$ cat config.mk
export PLATFORM = sky130hd
export DESIGN_NAME = scramble_sequencer
export DESIGN_NICKNAME = d
export VERILOG_FILES = /design/src/rtl/scramble_sequencer.sv
export SDC_FILE = /design/constraint.sdc
export NUM_CORES = 1
export LEC_CHECK = 0
export ABC_AREA = 1
export CAP_MARGIN = 20
export CORE_MARGIN = 2
export CORE_UTILIZATION = 56
export CTS_BUF_LIST = sky130_fd_sc_hd__clkbuf_4
export CTS_CLUSTER_SIZE = 40
export DETAILED_ROUTE_END_ITERATION = 12
export PLACE_DENSITY = 0.85
export SETUP_SLACK_MARGIN = 0.1
export SLEW_MARGIN = 10
export SYNTH_ARGS = -nofsm -noshare
export SYNTH_HDL_FRONTEND = slang
export SYNTH_SLANG_ARGS = --single-unit
$ cat constraint.sdc
create_clock -name clk -period 1.6 [get_ports clk]
set_input_delay 0.16 -clock clk [delete_from_list [all_inputs] [get_ports clk]]
set_output_delay 0.16 -clock clk [all_outputs]
set_load 0.03 [all_outputs]
$ cat src/rtl/scramble_sequencer.sv
// Arbitrates the grid's line-select/fire inputs between the player and an
// LFSR-driven scramble engine that issues NUM_MOVES random line fires per start.

module scramble_sequencer #(
    parameter int unsigned NUM_MOVES = 16,
    parameter int unsigned FIRE_GAP  = 4,
    parameter logic [15:0] LFSR_SEED = 16'hACE1
) (
    input  logic       clk,
    input  logic       reset,
    input  logic       start_i,
    input  logic       abort_i,
    input  logic       user_fire_i,
    input  logic       user_nrow_i,
    input  logic [3:0] user_sel_i,
    input  logic       user_error_i,
    output logic       out_fire_o,
    output logic       out_nrow_o,
    output logic [3:0] out_sel_o,
    output logic       busy_o,
    output logic       done_o,
    output logic [7:0] moves_left_o
);

    // An all-zero seed would lock the LFSR, so it falls back to the default.
    localparam logic [15:0] SEED     = (LFSR_SEED == 16'h0000) ? 16'hACE1 : LFSR_SEED;
    localparam logic [7:0]  MOVES    = 8'(NUM_MOVES);
    localparam logic [7:0]  GAP_LAST = 8'(FIRE_GAP - 1);

    typedef enum logic [2:0] {IDLE, SETUP, FIRE, GAP, DONE} state_t;

    state_t      state_q;
    logic [15:0] lfsr_q;
    logic [15:0] lfsr_d;
    logic [7:0]  count_q;
    logic [7:0]  gapCount_q;
    logic        fire_q;
    logic        nrow_q;
    logic [3:0]  sel_q;
    logic        busy_q;
    logic        done_q;
    logic [3:0]  scramSel;

    // Fibonacci LFSR with taps 16,14,13,11, shifting right.
    always_comb begin
        lfsr_d   = {lfsr_q[0] ^ lfsr_q[2] ^ lfsr_q[3] ^ lfsr_q[5], lfsr_q[15:1]};
        scramSel = 4'b0001 << lfsr_q[1:0];
    end

    always_ff @(posedge clk) begin
        if (reset) begin
            state_q    <= IDLE;
            lfsr_q     <= SEED;
            count_q    <= 8'd0;
            gapCount_q <= 8'd0;
            fire_q     <= 1'b0;
            nrow_q     <= 1'b0;
            sel_q      <= 4'b0000;
            busy_q     <= 1'b0;
            done_q     <= 1'b0;
        end else begin
            lfsr_q <= lfsr_d;
            fire_q <= 1'b0;
            done_q <= 1'b0;
            case (state_q)
                IDLE: begin
                    if (start_i) begin
                        if (MOVES == 8'd0) begin
                            state_q <= DONE;
                            done_q  <= 1'b1;
                            sel_q   <= 4'b0000;
                        end else begin
                            state_q <= SETUP;
                            busy_q  <= 1'b1;
                            count_q <= MOVES;
                            nrow_q  <= lfsr_q[2];
                            sel_q   <= scramSel;
                        end
                    end else begin
                        sel_q  <= user_error_i ? 4'b0000 : user_sel_i;
                        nrow_q <= user_nrow_i;
                        fire_q <= user_fire_i & ~user_error_i;
                    end
                end
                SETUP: begin
                    if (abort_i) begin
                        state_q <= IDLE;
                        busy_q  <= 1'b0;
                        sel_q   <= 4'b0000;
                        count_q <= 8'd0;
                    end else begin
                        state_q <= FIRE;
                        fire_q  <= 1'b1;
                    end
                end
                // The strobe is already on the wire here, so abort only cuts what follows.
                FIRE: begin
                    if (abort_i) begin
                        state_q <= IDLE;
                        busy_q  <= 1'b0;
                        sel_q   <= 4'b0000;
                        count_q <= 8'd0;
                    end else begin
                        state_q    <= GAP;
                        count_q    <= count_q - 8'd1;
                        gapCount_q <= 8'd0;
                    end
                end
                GAP: begin
                    if (abort_i) begin
                        state_q <= IDLE;
                        busy_q  <= 1'b0;
                        sel_q   <= 4'b0000;
                        count_q <= 8'd0;
                    end else if (gapCount_q == GAP_LAST) begin
                        if (count_q != 8'd0) begin
                            state_q <= SETUP;
                            nrow_q  <= lfsr_q[2];
                            sel_q   <= scramSel;
                        end else begin
                            state_q <= DONE;
                            done_q  <= 1'b1;
                            busy_q  <= 1'b0;
                            sel_q   <= 4'b0000;
                        end
                    end else begin
                        gapCount_q <= gapCount_q + 8'd1;
                    end
                end
                DONE: begin
                    state_q <= IDLE;
                    sel_q   <= 4'b0000;
                end
                default: begin
                    state_q <= IDLE;
                    busy_q  <= 1'b0;
                    sel_q   <= 4'b0000;
                    count_q <= 8'd0;
                end
            endcase
        end
    end

    assign out_fire_o   = fire_q;
    assign out_nrow_o   = nrow_q;
    assign out_sel_o    = sel_q;
    assign busy_o       = busy_q;
    assign done_o       = done_q;
    assign moves_left_o = count_q;

endmodule

==> results_dict.tcl <==
set metrics [dict create \
    finalSetupViolCount 0 \
    wl_met3_um 228 \
    die_h_um 63.8 \
    core_area_um2 3390 \
    grt_max_degree 17 \
    ys.warnings.count 0 \
    drc 0 \
    critPathLaunchType "flop" \
    final_nets 334 \
    dr.first_iter.drc_count 163 \
    grt_pass1_vias 1681 \
    antenna_found_initial 0 \
    clkTransAtPathRegs_ns 0.13 \
    max_cap_viol_count 0 \
    p_leak_nw 1.17 \
    synth_top_area_cell "dfxtp_1" \
    ys_seq_elements 43 \
    top_layer_used "met4" \
    relSlewSlack_pct 78.3 \
    power_mw 2.61 \
    antenna_left 0 \
    synth_area_um2 2000 \
    placed_area_um2 2380 \
    diodes 0 \
    drtPass1Iterations 4 \
    grt_usage_pct 22.7 \
    cp.buffers_inverters 2 \
    ios 27 \
    syn_avg_cell_area_um2 7.18 \
    synth_enable_flop_cells 0 \
    status "finished, final reports clean" \
    worst_slack_ns 0.154 \
    fin_skew_ns 0.00866 \
    hold_viol 0 \
    dp_hpwl_um 3190 \
    wl_met1_um 2040 \
    fin_cells 368 \
    critPathMaxStageDelay_ns 0.34 \
    finalSetupTns_ns 0 \
    pre_cts_ws_ns 0.0163 \
    hold_path_class "reg -> reg" \
    port_buffers 26 \
    netlist.area_leader.share_pct 43.0 \
    clk_latency_ns 0.37 \
    final_cell_area_um2 2550 \
    area_delta_synth_final_pct 27.5 \
    fin_crit_ns 1.45 \
    rsz0062_at_grt "false" \
    period_share_pct 90.4 \
    crit_chain "inv_1 > ha_2 > nand2_1 > inv_1 > nand2_4 > nand3_4 > o21ai_1 > nand2_1 > a21oi_2" \
    wl_per_cell_um 12.1 \
    crit_family "simple AND/OR/NAND/NOR gates" \
    hold_buffers 0 \
    grt_pass1_wl_um 7240 \
    layout_commonest_cell "nand2_1" \
    worstPathArrival_ns 1.75 \
    rows 21 \
    ir_worst_vdd_mv 0.765 \
    slew_violations 0 \
    via_count 1851 \
    crit_path_end_kind "flop" \
    synth_seq_area_share_pct 43.0 \
    root_buffer "clkbuf_4" \
    synthTopCellsByArea "dfxtp_1 (43%), nand2_1 (11%), nor2_1 (7.5%), inv_1 (6.9%), a21oi_1 (4.5%)" \
    initial_core_util_pct 59.1 \
    drt-total-wl_um 4450 \
    clock_path_buffers 2 \
    htreeDepth 2 \
    async_flop_share_pct 0 \
    cts_inserted_buffers 5 \
    grt_overflow 0 \
    p_per_area_nw_per_um2 1020 \
    synthFlopType "dfxtp_1" \
    layout-drive-gt1-share_pct 20.5 \
    fill_cells 266 \
    gp_routability_congestion 0.892 \
    wl_met2_um 2080 \
    worst_slew_pin_slew_ns 0.326 \
    dp_cells 357 \
    die_x_um 63.8 \
    avgViaCountPerCell 5.03 \
    syn-num-nets 292 \
    crit_type "reg -> reg" \
    cts_sinks 43 \
    ys_types 32 \
    crit_fanout 5 \
    die_area_um2 4070 \
    mostFrequentLayoutCells "nand2_1 (52), dfxtp_1 (39), nor2_1 (38), inv_1 (37), a21oi_1 (17)" \
    required_ns 1.90 \
    crit_slowest_cell "dfxtp_2" \
    max_clock_freq_mhz 692 \
    synthCells 279 \
    cts_tree "done" \
]
cell usage after synthesis, types with 3 or more instances:
cell	instances
a21oi_1	18
clkbuf_1	4
dfxtp_1	43
inv_1	37
inv_2	7
nand2_1	56
nand2_2	3
nand3_1	16
nand4_1	3
nor2_1	40
o21ai_0	13
o21ai_1	3
or2_2	6
xnor2_1	3
xor2_1	3
through the flow:
stage	util (%)	hold slack, ns
after floorplan	-	0.238
after global placement	70.2	0.392
after detailed placement	70.2	0.396
after CTS	72.8	0.416
after global routing	75.3	0.441
final	75.3	0.415
cell families after synthesis:
| logic type | Yosys count | synth area share [%] |
|---|---|---|
| and+or+nand+nor | 137 | 31.6 |
| buffers and inverters | 50 | 9.94 |
| DFF | 43 | 43.0 |
| AOI/OAI and AO/OA | 41 | 11.6 |
| xor gates and xnor gates | 6 | 2.63 |
| adders and majority gates | 2 | 1.25 |
path summary, 6_finish.rpt:
| path | start | end | slack, ns | depth (start not counted) |
|---|---|---|---|---|
| max | moves_left_o[0]$_SDFFE_PP0P_ | out_sel_o[3]$_SDFFE_PP0P_ | 0.15 | 9 |
| min | lfsr_q[4]$_SDFF_PP0_ | lfsr_q[3]$_SDFF_PP0_ | 0.42 | 2 |
| max reg2reg | moves_left_o[0]$_SDFFE_PP0P_ | out_sel_o[3]$_SDFFE_PP0P_ | 0.15 | 9 |
| min reg2reg | lfsr_q[4]$_SDFF_PP0_ | lfsr_q[3]$_SDFF_PP0_ | 0.42 | 2 |
tightest hold or removal path, stage by stage (launching register included):
cell     delay [ns]
dfxtp_1        0.32
inv_1          0.04
nor2_1         0.03
flip-flops by register name (all words and copies together), names as in the netlist:
register	flops
lfsr_q	16
gapCount_q	8
moves_left_o	8
out_sel_o	4
state_q	3
busy_o	1
done_o	1
out_fire_o	1
out_nrow_o	1
final cells by class:
type / instances / area, um^2 / share of cell area [%]
multi-input cells: 186 / 1000 / 39.3
flip-flops and latches: 43 / 866 / 33.9
repair buffers: 41 / 357 / 14.0
inverters: 44 / 165 / 6.47
clock inverters: 3 / 67.6 / 2.65
well taps: 46 / 57.6 / 2.25
clock buffers: 5 / 37.5 / 1.47
per-layer routing:
layer,track usage (%),vias up
met1,29.2,827
met5,0,-
li1,-,962
met3,6.51,11
met2,35.4,51
met4,9.78,0
report_power, final:
| part | internal (mW) | switching, mW | total [mW] |
|---|---|---|---|
| registers | 1.14 | 0.0454 | 1.19 |
| clock network | 0.485 | 0.371 | 0.856 |
| logic | 0.207 | 0.359 | 0.566 |
| total | 1.83 | 0.775 | 2.61 |
repair_timing:
item,4_1_cts,5_1_grt
gates resized for setup,20,17
buffers inserted,0,3
hold endpoints to repair,0,0
endpoints found under the setup margin,22,12
pin swaps,0,3
Note: power is estimated with default switching activity, not from simulation.
